--- src/rtl/clk_rst_sequencer.sv ---
// rtl/clk_rst_sequencer.sv - MMCM reset pulse, lock wait/retry and staggered domain reset release
module clk_rst_sequencer #(
  parameter int N_DOMAINS      = 3,
  parameter int PLL_RST_CYCLES = 16,
  parameter int LOCK_TIMEOUT   = 65536,
  parameter int STABLE_CYCLES  = 1024,
  parameter int STAGGER_CYCLES = 16,
  parameter int CNT_W          = 20
) (
  input  logic                 clk,
  input  logic                 rst,
  input  logic                 locked_in,
  output logic                 mmcm_rst_o,
  output logic [N_DOMAINS-1:0] rst_out,
  output logic                 all_ready,
  output logic [7:0]           retry_cnt,
  output logic [7:0]           lock_lost_cnt,
  output logic [2:0]           state_o
);

  localparam int IDX_W = (N_DOMAINS > 1) ? $clog2(N_DOMAINS) : 1;

  localparam logic [CNT_W-1:0] PLL_TC     = CNT_W'(PLL_RST_CYCLES - 1);
  localparam logic [CNT_W-1:0] LOCK_TC    = CNT_W'(LOCK_TIMEOUT - 1);
  localparam logic [CNT_W-1:0] STABLE_TC  = CNT_W'(STABLE_CYCLES - 1);
  localparam logic [CNT_W-1:0] STAGGER_TC = CNT_W'(STAGGER_CYCLES - 1);
  localparam logic [IDX_W-1:0] LAST_IDX   = IDX_W'(N_DOMAINS - 1);

  typedef enum logic [2:0] {
    PLL_RST   = 3'd0,
    WAIT_LOCK = 3'd1,
    STABLE    = 3'd2,
    RELEASE   = 3'd3,
    RUN       = 3'd4
  } state_t;

  state_t               state_q, state_n;
  logic [CNT_W-1:0]     cnt_q, cnt_n;
  logic [IDX_W-1:0]     idx_q, idx_n;
  logic                 sync_meta, locked_s;
  logic                 mmcm_n, ready_n;
  logic [N_DOMAINS-1:0] rst_out_n;
  logic [7:0]           retry_n, lost_n;
  logic                 lose;

  assign state_o = state_q;

  // Two-flop synchronizer: locked_in comes from the MMCM with no relation to clk
  always_ff @(posedge clk) begin
    if (rst) begin
      sync_meta <= 1'b0;
      locked_s  <= 1'b0;
    end else begin
      sync_meta <= locked_in;
      locked_s  <= sync_meta;
    end
  end

  // Next-state and next-output logic; lock loss after release overrides everything
  always_comb begin
    state_n   = state_q;
    cnt_n     = cnt_q;
    idx_n     = idx_q;
    mmcm_n    = mmcm_rst_o;
    rst_out_n = rst_out;
    ready_n   = all_ready;
    retry_n   = retry_cnt;
    lost_n    = lock_lost_cnt;
    lose      = 1'b0;

    case (state_q)
      PLL_RST: begin
        mmcm_n    = 1'b1;
        rst_out_n = '1;
        ready_n   = 1'b0;
        if (cnt_q == PLL_TC) begin
          state_n = WAIT_LOCK;
          cnt_n   = '0;
          mmcm_n  = 1'b0;
        end else begin
          cnt_n = cnt_q + 1'b1;
        end
      end
      WAIT_LOCK: begin
        if (locked_s) begin
          state_n = STABLE;
          cnt_n   = '0;
        end else if (cnt_q == LOCK_TC) begin
          state_n = PLL_RST;
          cnt_n   = '0;
          mmcm_n  = 1'b1;
          if (retry_cnt != 8'hFF) retry_n = retry_cnt + 8'd1;
        end else begin
          cnt_n = cnt_q + 1'b1;
        end
      end
      STABLE: begin
        // a drop here is treated as a glitch: back to waiting, nothing counted
        if (!locked_s) begin
          state_n = WAIT_LOCK;
          cnt_n   = '0;
        end else if (cnt_q == STABLE_TC) begin
          state_n = RELEASE;
          cnt_n   = '0;
          idx_n   = '0;
        end else begin
          cnt_n = cnt_q + 1'b1;
        end
      end
      RELEASE: begin
        if (!locked_s) begin
          lose = 1'b1;
        end else if (cnt_q == STAGGER_TC) begin
          rst_out_n[idx_q] = 1'b0;
          cnt_n            = '0;
          idx_n            = idx_q + 1'b1;
          if (idx_q == LAST_IDX) begin
            state_n = RUN;
            ready_n = 1'b1;
          end
        end else begin
          cnt_n = cnt_q + 1'b1;
        end
      end
      RUN: begin
        if (!locked_s) lose = 1'b1;
      end
      default: begin
        state_n   = PLL_RST;
        cnt_n     = '0;
        idx_n     = '0;
        mmcm_n    = 1'b1;
        rst_out_n = '1;
        ready_n   = 1'b0;
      end
    endcase

    if (lose) begin
      state_n   = PLL_RST;
      cnt_n     = '0;
      idx_n     = '0;
      mmcm_n    = 1'b1;
      rst_out_n = '1;
      ready_n   = 1'b0;
      if (lock_lost_cnt != 8'hFF) lost_n = lock_lost_cnt + 8'd1;
    end
  end

  // State, counters and all outputs are registered together
  always_ff @(posedge clk) begin
    if (rst) begin
      state_q       <= PLL_RST;
      cnt_q         <= '0;
      idx_q         <= '0;
      mmcm_rst_o    <= 1'b1;
      rst_out       <= '1;
      all_ready     <= 1'b0;
      retry_cnt     <= 8'd0;
      lock_lost_cnt <= 8'd0;
    end else begin
      state_q       <= state_n;
      cnt_q         <= cnt_n;
      idx_q         <= idx_n;
      mmcm_rst_o    <= mmcm_n;
      rst_out       <= rst_out_n;
      all_ready     <= ready_n;
      retry_cnt     <= retry_n;
      lock_lost_cnt <= lost_n;
    end
  end

endmodule

--- config.mk ---
export PLATFORM = sky130hd
export DESIGN_NAME = clk_rst_sequencer
export DESIGN_NICKNAME = d
export VERILOG_FILES = /design/src/rtl/clk_rst_sequencer.sv
export SDC_FILE = /design/constraint.sdc
export NUM_CORES = 1
export LEC_CHECK = 0
export BUFFER_PORTS_ARGS = -buffer_cell sky130_fd_sc_hd__clkbuf_2
export CAP_MARGIN = 10
export CORE_ASPECT_RATIO = 1.75
export CORE_MARGIN = 2
export CORE_UTILIZATION = 50
export CTS_CLUSTER_DIAMETER = 200
export CTS_CLUSTER_SIZE = 20
export DETAILED_ROUTE_END_ITERATION = 7
export HOLD_SLACK_MARGIN = 0.02
export PLACE_DENSITY = 0.7
export SYNTH_ARGS = -nofsm -noshare
export SYNTH_HDL_FRONTEND = slang
export SYNTH_SLANG_ARGS = --single-unit
--- constraint.sdc ---
create_clock -name clk -period 2.25 [get_ports clk]
set_input_delay 0.5625 -clock clk [delete_from_list [all_inputs] [get_ports clk]]
set_output_delay 0.5625 -clock clk [all_outputs]
set_load 0.05 [all_outputs]
==> results of run 1 <==
-- worst max path at each step --
stage,cells after the start,endpoint
after detailed placement,7,state_o[0]
after CTS,6,state_o[0]
final,5,lock_lost_cnt[7]
after global routing,8,idx_q[0]
after global placement,7,state_o[2]
after floorplan,6,retry_cnt[3]
-- cell type report --
cell class                 count  area share [%]
clock buffer                   8            3.28
inverter                       9            1.23
multi-input combinational    213            50.2
sequential                    48            35.0
tap                           52            2.37
timing repair buffer          36            7.92
-- cells by family (layout without fill, tap and decap cells) --
family	after synthesis	in the layout	share of synthesized area, %
AND/OR/NAND/NOR	136	136	29.8
flip-flops	48	48	40.7
XOR/XNOR	27	27	10.0
buffers and inverters	18	53	2.96
adder cells (fa/ha/maj)	6	6	3.18
multiplexers	2	2	0.847
AO/OA/AOI/OAI	42	42	12.5
-- synth_stat cells, types with 5 or more instances --
master / count / area, um^2
dfxtp_1: 48 / 961
nor2_1: 39 / 146
nand2_1: 27 / 101
xor2_1: 16 / 140
nand3_1: 14 / 70.1
o21ai_0: 12 / 60.1
xnor2_1: 11 / 96.3
inv_1: 9 / 33.8
nand4_1: 9 / 56.3
and3_1: 7 / 43.8
clkbuf_1: 7 / 26.3
nor3_1: 7 / 35.0
a21oi_1: 6 / 30.0
ha_1: 6 / 75.1
and2_1: 5 / 31.3
and4_1: 5 / 43.8
or3_1: 5 / 31.3
-- cell usage in the layout (no fill, tap or decap), drive strengths merged, types with 5 or more instances in the layout --
| cell | netlist | routed |
|---|---|---|
| nor3 | 7 | 7 |
| xnor2 | 11 | 11 |
| ha | 6 | 6 |
| or3 | 5 | 5 |
| buf | 2 | 10 |
| nand2 | 27 | 27 |
| nand3 | 14 | 14 |
| nand4 | 10 | 10 |
| clkbuf | 7 | 34 |
| and2 | 5 | 5 |
| inv | 9 | 9 |
| dfxtp | 48 | 48 |
| and4 | 5 | 5 |
| o21ai | 13 | 13 |
| and3 | 7 | 7 |
| a21oi | 6 | 6 |
| xor2 | 16 | 16 |
| nor2 | 39 | 39 |
| nor4 | 5 | 5 |
-- repair_timing --
action	CTS	global route
resized for setup	0	8
hold buffers	0	0
setup buffers	0	2
endpoints found under the hold margin	0	0
setup endpoints to repair	0	21
-- report_power, final --
group | total [W] | internal [W] | switching [W]
clock | 0.000522 | 0.000251 | 0.000271
sequential | 0.000969 | 0.000903 | 0.0000662
combinational | 0.000749 | 0.000283 | 0.000466
-- sequential cells by signal (all words and copies together) (netlist names) --
signal and count:
lock_lost_cnt 8, mmcm_rst_o 1, retry_cnt 8, rst_out 3
locked_s 1, cnt_q 20, sync_meta 1, all_ready 1
idx_q 2, state_o 3
-- worst register-to-register path, stage by stage, from the launching register on --
cell	delay, ns
dfxtp_1	0.60
nand3b_1	0.30
a221oi_4	0.49
nand4_4	0.16
or3_1	0.32
a21oi_1	0.14
-- stage by stage --
stage	instances	power, W
floorplan	279	0.00149
global placement	356	0.00171
detailed placement	356	0.00172
CTS	364	0.00224
global route	366	0.00236
finish	366	0.00224
-- routing by layer --
layer | up-vias | global-route usage, %
li1 | 1048 | -
met1 | 988 | 20.6
met2 | 52 | 38.1
met3 | 10 | 4.11
met4 | 0 | 8.53
met5 | - | 0
==> metrics, run 1 <==
initial core utilization=between 50% and 60%; final critical-path required period=2.07 ns; worst setup path startpoint=state_o[1]; RR Endpoint=lock_lost_cnt[7]; via count=between 2k and 2.5k; Hold Crit Endpoint=locked_s; fraction of layout instances using a drive strength above 1=between 15 and 20%; Metal-1 WL=2.05 mm; TritonRoute pass-1 iters=4; CTS tree=built; final setup fails=0; Die ar.=approximately 5300 um^2; total CTS buffers=5; final setup TNS=0 ns; post-route ant nets=0; critical path cell sequence=nand3b_1, a221oi_4, nand4_4, or3_1, a21oi_1; Req. time, crit path=~2.5 ns; Die Ht=between 90 and 100 um; initial drt markers=49; worst-margin pin slew=0.605 ns; Critical Path AT=approximately 2.3 ns; Final nets=approximately 320; gpl congestion=0.887; FF/Latch Area=about 960 um^2; R2R Setup Slk=between 0.15 and 0.2 ns; Vias/cell=approximately 5.7; Yosys reg bits=48; Design Area, Final=2750 um^2; initial antenna violation count=0; CP delay by family, top=simple AND/OR/NAND/NOR gates; Synth Instances=between 200 and 300; clk_lat worst skew=between 0.2 and 0.3 ns; Hold WC Path Type=flip-flop to flip-flop; Post-Syn Area=about 2400 um^2; CP Class=flip-flop to flip-flop; Final WS setup=0.182 ns; FF-to-FF Start=state_o[1]; Max Fclk=roughly 480 MHz; Row Count=33; Top Layer Used=met4; Final Util=~59%; hold_ws=about 0.44 ns; Worst-path clk slew=0.08 ns; Final Cycle Share=around nine tenths; P&R area growth vs syn=16.3%; Multi-input gate area=between 1000 and 1500 um^2; hold_sp=sync_meta; R2R cell count=5; first-pass GRT wire length=between 8 and 9 mm; H-tree depth=2; grt ovf=0; Max Clock Skew=about 0.005 ns; antenna cells=0; vias in the first global route=1,948; met3 WL post-DR=around 180 um; Die Wd=56.0 um; Setup crit end kind=flip-flop; Hold Fails Final Rpt=0; syn_area_per_cell=between 8 and 9 um^2; post-synthesis sequential area ratio=40.7%; EDFF count, synth=0; ys flop type=dfxtp_1; Yosys cell types=between 40 and 50; Top Ports=27; Place WS=roughly 0.080 ns; type of origin of the critical path=flip-flop; Async S/R FF share, synth=0%; port buffer count=26; dpl cell area=around 2600 um^2; synthesized net count=around 290; worst-path fanout max=13; Slew Limit Fails=0; Yosys warnings=0; max incr delay on CP=approximately 0.60 ns; Worst Path Buf+Inv=0; CTS sink cnt=48; Max clock buf depth=2; root buf cell=clkbuf_8; Critical-path top delay cell=dfxtp_1; Routed WL=roughly 5.0 mm; peak supply drop=0.000598 V; pwr/cell area=between 800 and 900 nW/um^2; wire per inst=13.7 um; max_cap viols=0; relative slew slack=59.3%; Filler cells=approximately 440; total track usage=between 10% and 20%; Detail Placement HPWL=roughly 3.6 mm; largest net degree at the start of global routing=19; Met2 Wirelength=2.67 mm; leak pwr=between 1 and 1.5 nW; status=finished clean; DRC errors left=0; core box area=approximately 4600 um^2; Hold Path Stages=1
Note: power is estimated with default switching activity, not from simulation.
==> run 2, diff against run 1 <==
--- a/config.mk
+++ b/config.mk
@@ -8,7 +8,6 @@
 export BUFFER_PORTS_ARGS = -buffer_cell sky130_fd_sc_hd__clkbuf_2
 export CAP_MARGIN = 10
 export CORE_ASPECT_RATIO = 1.75
-export CORE_MARGIN = 2
 export CORE_UTILIZATION = 50
 export CTS_CLUSTER_DIAMETER = 200
 export CTS_CLUSTER_SIZE = 20
==> metrics, run 2 (synthesis gave the netlist of run 1 again) <==
largest register by flop count=cnt_q; Hold Path Stages=1; total CTS buffers=5; worst-margin pin slew=0.453 ns; max reg flops=20; Place WS=0.157 ns; type of origin of the critical path=flip-flop; Setup crit end kind=flip-flop; fraction of layout instances using a drive strength above 1=16.9%; gpl congestion=about 0.85; vias in the first global route=1,982; final setup fails=0; max_cap viols=0; initial antenna violation count=0; final critical-path required period=roughly 2.1 ns; final setup TNS=0 ns; Max Clock Skew=about 0.0050 ns; worst-path fanout max=5; pwr/cell area=813 nW/um^2; Top Ports=27; initial core utilization=between 50% and 60%; Final WS setup=around 0.14 ns; commonest non-fill, non-tap cell in the layout=dfxtp_1; TritonRoute pass-1 iters=4; RR Endpoint=state_o[2]; Die Wd=roughly 54 um; first-pass GRT wire length=8.67 mm; root buf cell=clkbuf_8; largest net degree at the start of global routing=19; FF-to-FF Start=cnt_q[0]; Critical Path AT=between 2 and 2.5 ns; worst setup path startpoint=cnt_q[0]; port buffer count=26; H-tree depth=2; commonest cells after routing, fill and taps aside=47 x dfxtp_1, 39 x nor2_1, 26 x nand2_1, 26 x clkbuf_2, 16 x xor2_1; CP endpoint=state_o[2]; Max clock buf depth=2; Slew Limit Fails=0; Detail Placement HPWL=3.69 mm; RSZ-0062 raised after global routing=false; clk_lat worst skew=about 0.3 ns; Worst-path clk slew=approximately 0.09 ns; via count=2,128; Filler cells=421; Max Fclk=roughly 470 MHz; Row Count=32; CTS tree=built; Vias/cell=5.83; Final nets=322; R2R cell count=7; R2R Setup Slk=about 0.14 ns; grt ovf=0; Hold WC Path Type=flip-flop to flip-flop; antenna cells=0; Routed WL=about 5 mm; post-route ant nets=0; total track usage=~23%; Hold Fails Final Rpt=0; peak supply drop=0.000599 V; initial drt markers=48; wire per inst=roughly 14 um; leak pwr=around 1.1 nW; # hold bufs at CTS=0; CTS sink cnt=48; relative slew slack=69.4%; Final Cycle Share=a little over nine tenths; core box area=4480 um^2; status=finished clean; Die ar.=between 5000 and 6000 um^2; Req. time, crit path=2.47 ns; Die Ht=between 90 and 100 um; DRC errors left=0; biggest regs=cnt_q: 20 flops, lock_lost_cnt: 8 flops, retry_cnt: 8 flops; P&R area growth vs syn=14.4%; CP Class=flip-flop to flip-flop
==> run 2: worst min-delay path by stage <==
stage	from	endpoint	slack, ns
2_1_floorplan	sync_meta	locked_s	0.41
3_3_place_gp	sync_meta	locked_s	0.43
3_5_place_dp	sync_meta	locked_s	0.44
4_1_cts	sync_meta	locked_s	0.46
5_1_grt	sync_meta	locked_s	0.47
6_report	sync_meta	locked_s	0.45
==> run 2: routing by layer <==
metal	up-vias	track usage (%)	routed length, um
met5	-	0	0
met4	0	12.8	182
met3	17	3.61	165
met2	49	37.6	2500
met1	1014	27.1	2090
li1	1048	-	-
==> run 2: area by class of cell <==
class	count	area (um^2)	share of cell area, %
inverters	9	33.8	1.25
well taps	51	63.8	2.36
repair buffers	36	205	7.59
clock inverters	1	7.51	0.278
multi-input cells	213	1350	49.7
clock buffers	7	86.3	3.19
flip-flops and latches	48	962	35.6
==> run 2: power by group <==
group	internal [W]	switching [W]	total [W]
logic	0.000248	0.000448	0.000696
registers	0.000901	0.0000662	0.000967
clock network	0.000250	0.000285	0.000535
total	0.00140	0.000799	0.00220
==> run 2: worst max-delay path, stage by stage, from the launching register on <==
cell	delay [ns]
dfxtp_1	0.39
ha_1	0.19
and3_1	0.25
nand2_2	0.11
or3_1	0.44
a2bb2oi_1	0.19
or2_1	0.23
a311oi_1	0.23
==> run 2: through the flow <==
| stage | util [%] | instances | total power, W | hold WS [ns] | area (um^2) |
|---|---|---|---|---|---|
| final | 60.3 | 365 | 0.00220 | 0.450 | 2700 |
| after global routing | 60.3 | 365 | 0.00233 | 0.470 | 2700 |
| after CTS | 59.8 | 364 | 0.00221 | 0.458 | 2680 |
| after detailed placement | 57.8 | 356 | 0.00167 | 0.439 | 2590 |
| after global placement | 57.8 | 356 | 0.00167 | 0.429 | 2590 |
| after floorplan | - | 279 | 0.00149 | 0.414 | 2360 |
==> run 2: repair_timing <==
action                                  4_1_cts  5_1_grt
endpoints found under the setup margin        0        8
setup buffers                                 0        1
gates resized for setup                       0        3
endpoints found under the hold margin         0        0
==> run 3, diff against run 2 <==
--- a/config.mk
+++ b/config.mk
@@ -7,13 +7,15 @@
 export LEC_CHECK = 0
 export BUFFER_PORTS_ARGS = -buffer_cell sky130_fd_sc_hd__clkbuf_2
 export CAP_MARGIN = 10
+export CELL_PAD_IN_SITES_DETAIL_PLACEMENT = 1
+export CELL_PAD_IN_SITES_GLOBAL_PLACEMENT = 1
 export CORE_ASPECT_RATIO = 1.75
-export CORE_UTILIZATION = 50
+export CORE_UTILIZATION = 43
 export CTS_CLUSTER_DIAMETER = 200
 export CTS_CLUSTER_SIZE = 20
 export DETAILED_ROUTE_END_ITERATION = 7
 export HOLD_SLACK_MARGIN = 0.02
-export PLACE_DENSITY = 0.7
+export PLACE_DENSITY_LB_ADDON = 0.1
 export SYNTH_ARGS = -nofsm -noshare
 export SYNTH_HDL_FRONTEND = slang
 export SYNTH_SLANG_ARGS = --single-unit
==> metrics, run 3 (synthesis gave the netlist of run 1 again) <==
dpl cell area=around 2600 um^2; Final nets=324; P&R area growth vs syn=17.5%; Max clock buf depth=2; Setup crit end kind=flip-flop; Die Ht=100 um; WP depth=7; vias in the first global route=2,169; total track usage=23.0%; post-route ant nets=0; initial antenna violation count=0; worst-path fanout max=4; Detail Placement HPWL=between 4 and 5 mm; R2R Setup Slk=about 0.13 ns; worst-margin pin slew=0.415 ns; Routed WL=between 5 and 6 mm; fraction of layout instances using a drive strength above 1=a little under a fifth; H-tree depth=2; root buf cell=clkbuf_8; Die ar.=between 5000 and 6000 um^2; Row Count=35; # hold bufs at CTS=0; relative slew slack=72.2%; max incr delay on CP=approximately 0.46 ns; grt ovf=0; CP endpoint=idx_q[1]; max reg flops=20; commonest cells after routing, fill and taps aside=46 x dfxtp_1, 39 x nor2_1, 26 x nand2_1, 26 x clkbuf_2, 16 x xor2_1; initial core utilization=approximately 45%; Max Clock Skew=approximately 0.0075 ns; Slew Limit Fails=0; final setup TNS=0 ns; RR Endpoint=idx_q[1]; CTS tree=built; Design Area, Final=around 2800 um^2; antenna cells=0; Max Fclk=471 MHz; DRC errors left=0; Hold Fails Final Rpt=0; Req. time, crit path=2.51 ns; max_cap viols=0; largest net degree at the start of global routing=19; CP delay by family, top=simple AND/OR/NAND/NOR gates; via count=about 2.1k; Top Ports=27; pwr/cell area=820 nW/um^2; largest register by flop count=cnt_q; final critical-path required period=between 2 and 2.5 ns; Worst-path clk slew=0.09 ns; CTS sink cnt=48; clk_lat worst skew=roughly 0.31 ns; worst setup path startpoint=cnt_q[1]; core box area=~5300 um^2; initial drt markers=between 40 and 50; gpl congestion=0.834; Worst Path Buf+Inv=0; Hold WC Path Type=flip-flop to flip-flop; CP Class=flip-flop to flip-flop; Critical-path top delay cell=a2111o_1; first-pass GRT wire length=10.4 mm; Vias/cell=around 5.4; TritonRoute pass-1 iters=3; peak supply drop=~0.00046 V; commonest non-fill, non-tap cell in the layout=dfxtp_1; Multi-input gate area=1360 um^2; final setup fails=0; critical path cell sequence=ha_1, and3_1, nand4_1, nor3_1, o211ai_1, a2111o_1, nand2_1; port buffer count=26; type of origin of the critical path=flip-flop; status=finished clean; wire per inst=~15 um; Die Wd=roughly 58 um; R2R cell count=7; Final Cycle Share=roughly 94%; leak pwr=about 1.1 nW; FF/Latch Area=slightly below 1000 um^2; total CTS buffers=5; biggest regs=cnt_q: 20 flops, lock_lost_cnt: 8 flops, retry_cnt: 8 flops; Filler cells=around 660; Critical Path AT=around 2.4 ns; FF-to-FF Start=cnt_q[1]
## run 3: metrics by stage
stage	std cells	util, %	setup slack, ns	total power [W]	hold slack, ns
floorplan	279	-	0.0867	0.00149	0.414
global placement	381	49.9	0.152	0.00173	0.424
detailed placement	381	49.9	0.109	0.00174	0.440
CTS	389	51.7	0.0525	0.00229	0.462
global route	390	52.4	-0.0324	0.00241	0.482
finish	390	52.4	0.128	0.00228	0.453
## run 3: power breakdown
group	internal [W]	total (W)	switching, W	leakage, nW
sequential	0.000903	0.000966	0.0000631	0.389
clock	0.000250	0.000545	0.000295	0.0445
combinational	0.000279	0.000764	0.000485	0.656
total	0.00143	0.00228	0.000843	1.09
## run 3: worst register-to-register path, delay by kind of cell (launching register included)
kind | cells | cell delay (ns)
adder cells (fa/ha/maj) | 1 | 0.18
flip-flops | 1 | 0.38
AO/OA/AOI/OAI | 2 | 0.68
AND/OR/NAND/NOR | 4 | 0.83
## run 3: per-layer routing
layer,routed length [um],GRT usage [%],part of all wire [%]
met5,0,0,0
met4,76,6.78,1.3
met3,123,4.12,2.1
met2,3250,41.7,54
met1,2540,26.9,42
## run 3: what timing repair did
action,in CTS,in global routing
endpoints found under the setup margin,0,9
setup buffers,0,1
gates resized for setup,0,7
## run 3: how the worst min path moves through the flow
stage | startpoint | endpoint | slack (ns) | depth (start not counted)
2_1_floorplan | sync_meta | locked_s | 0.41 | 1
3_3_place_gp | sync_meta | locked_s | 0.42 | 1
3_5_place_dp | sync_meta | locked_s | 0.44 | 1
4_1_cts | sync_meta | locked_s | 0.46 | 1
5_1_grt | locked_in | sync_meta | 0.48 | 2
6_report | sync_meta | locked_s | 0.45 | 1
## run 3: area by class of cell
cell class | count | share of cell area (%)
Clock inverter | 1 | 0.270
Timing Repair Buffer | 38 | 8.38
Tap cell | 74 | 3.33
Sequential cell | 48 | 34.7
Clock buffer | 7 | 3.11
Multi-Input combinational cell | 213 | 49.0
Inverter | 9 | 1.22
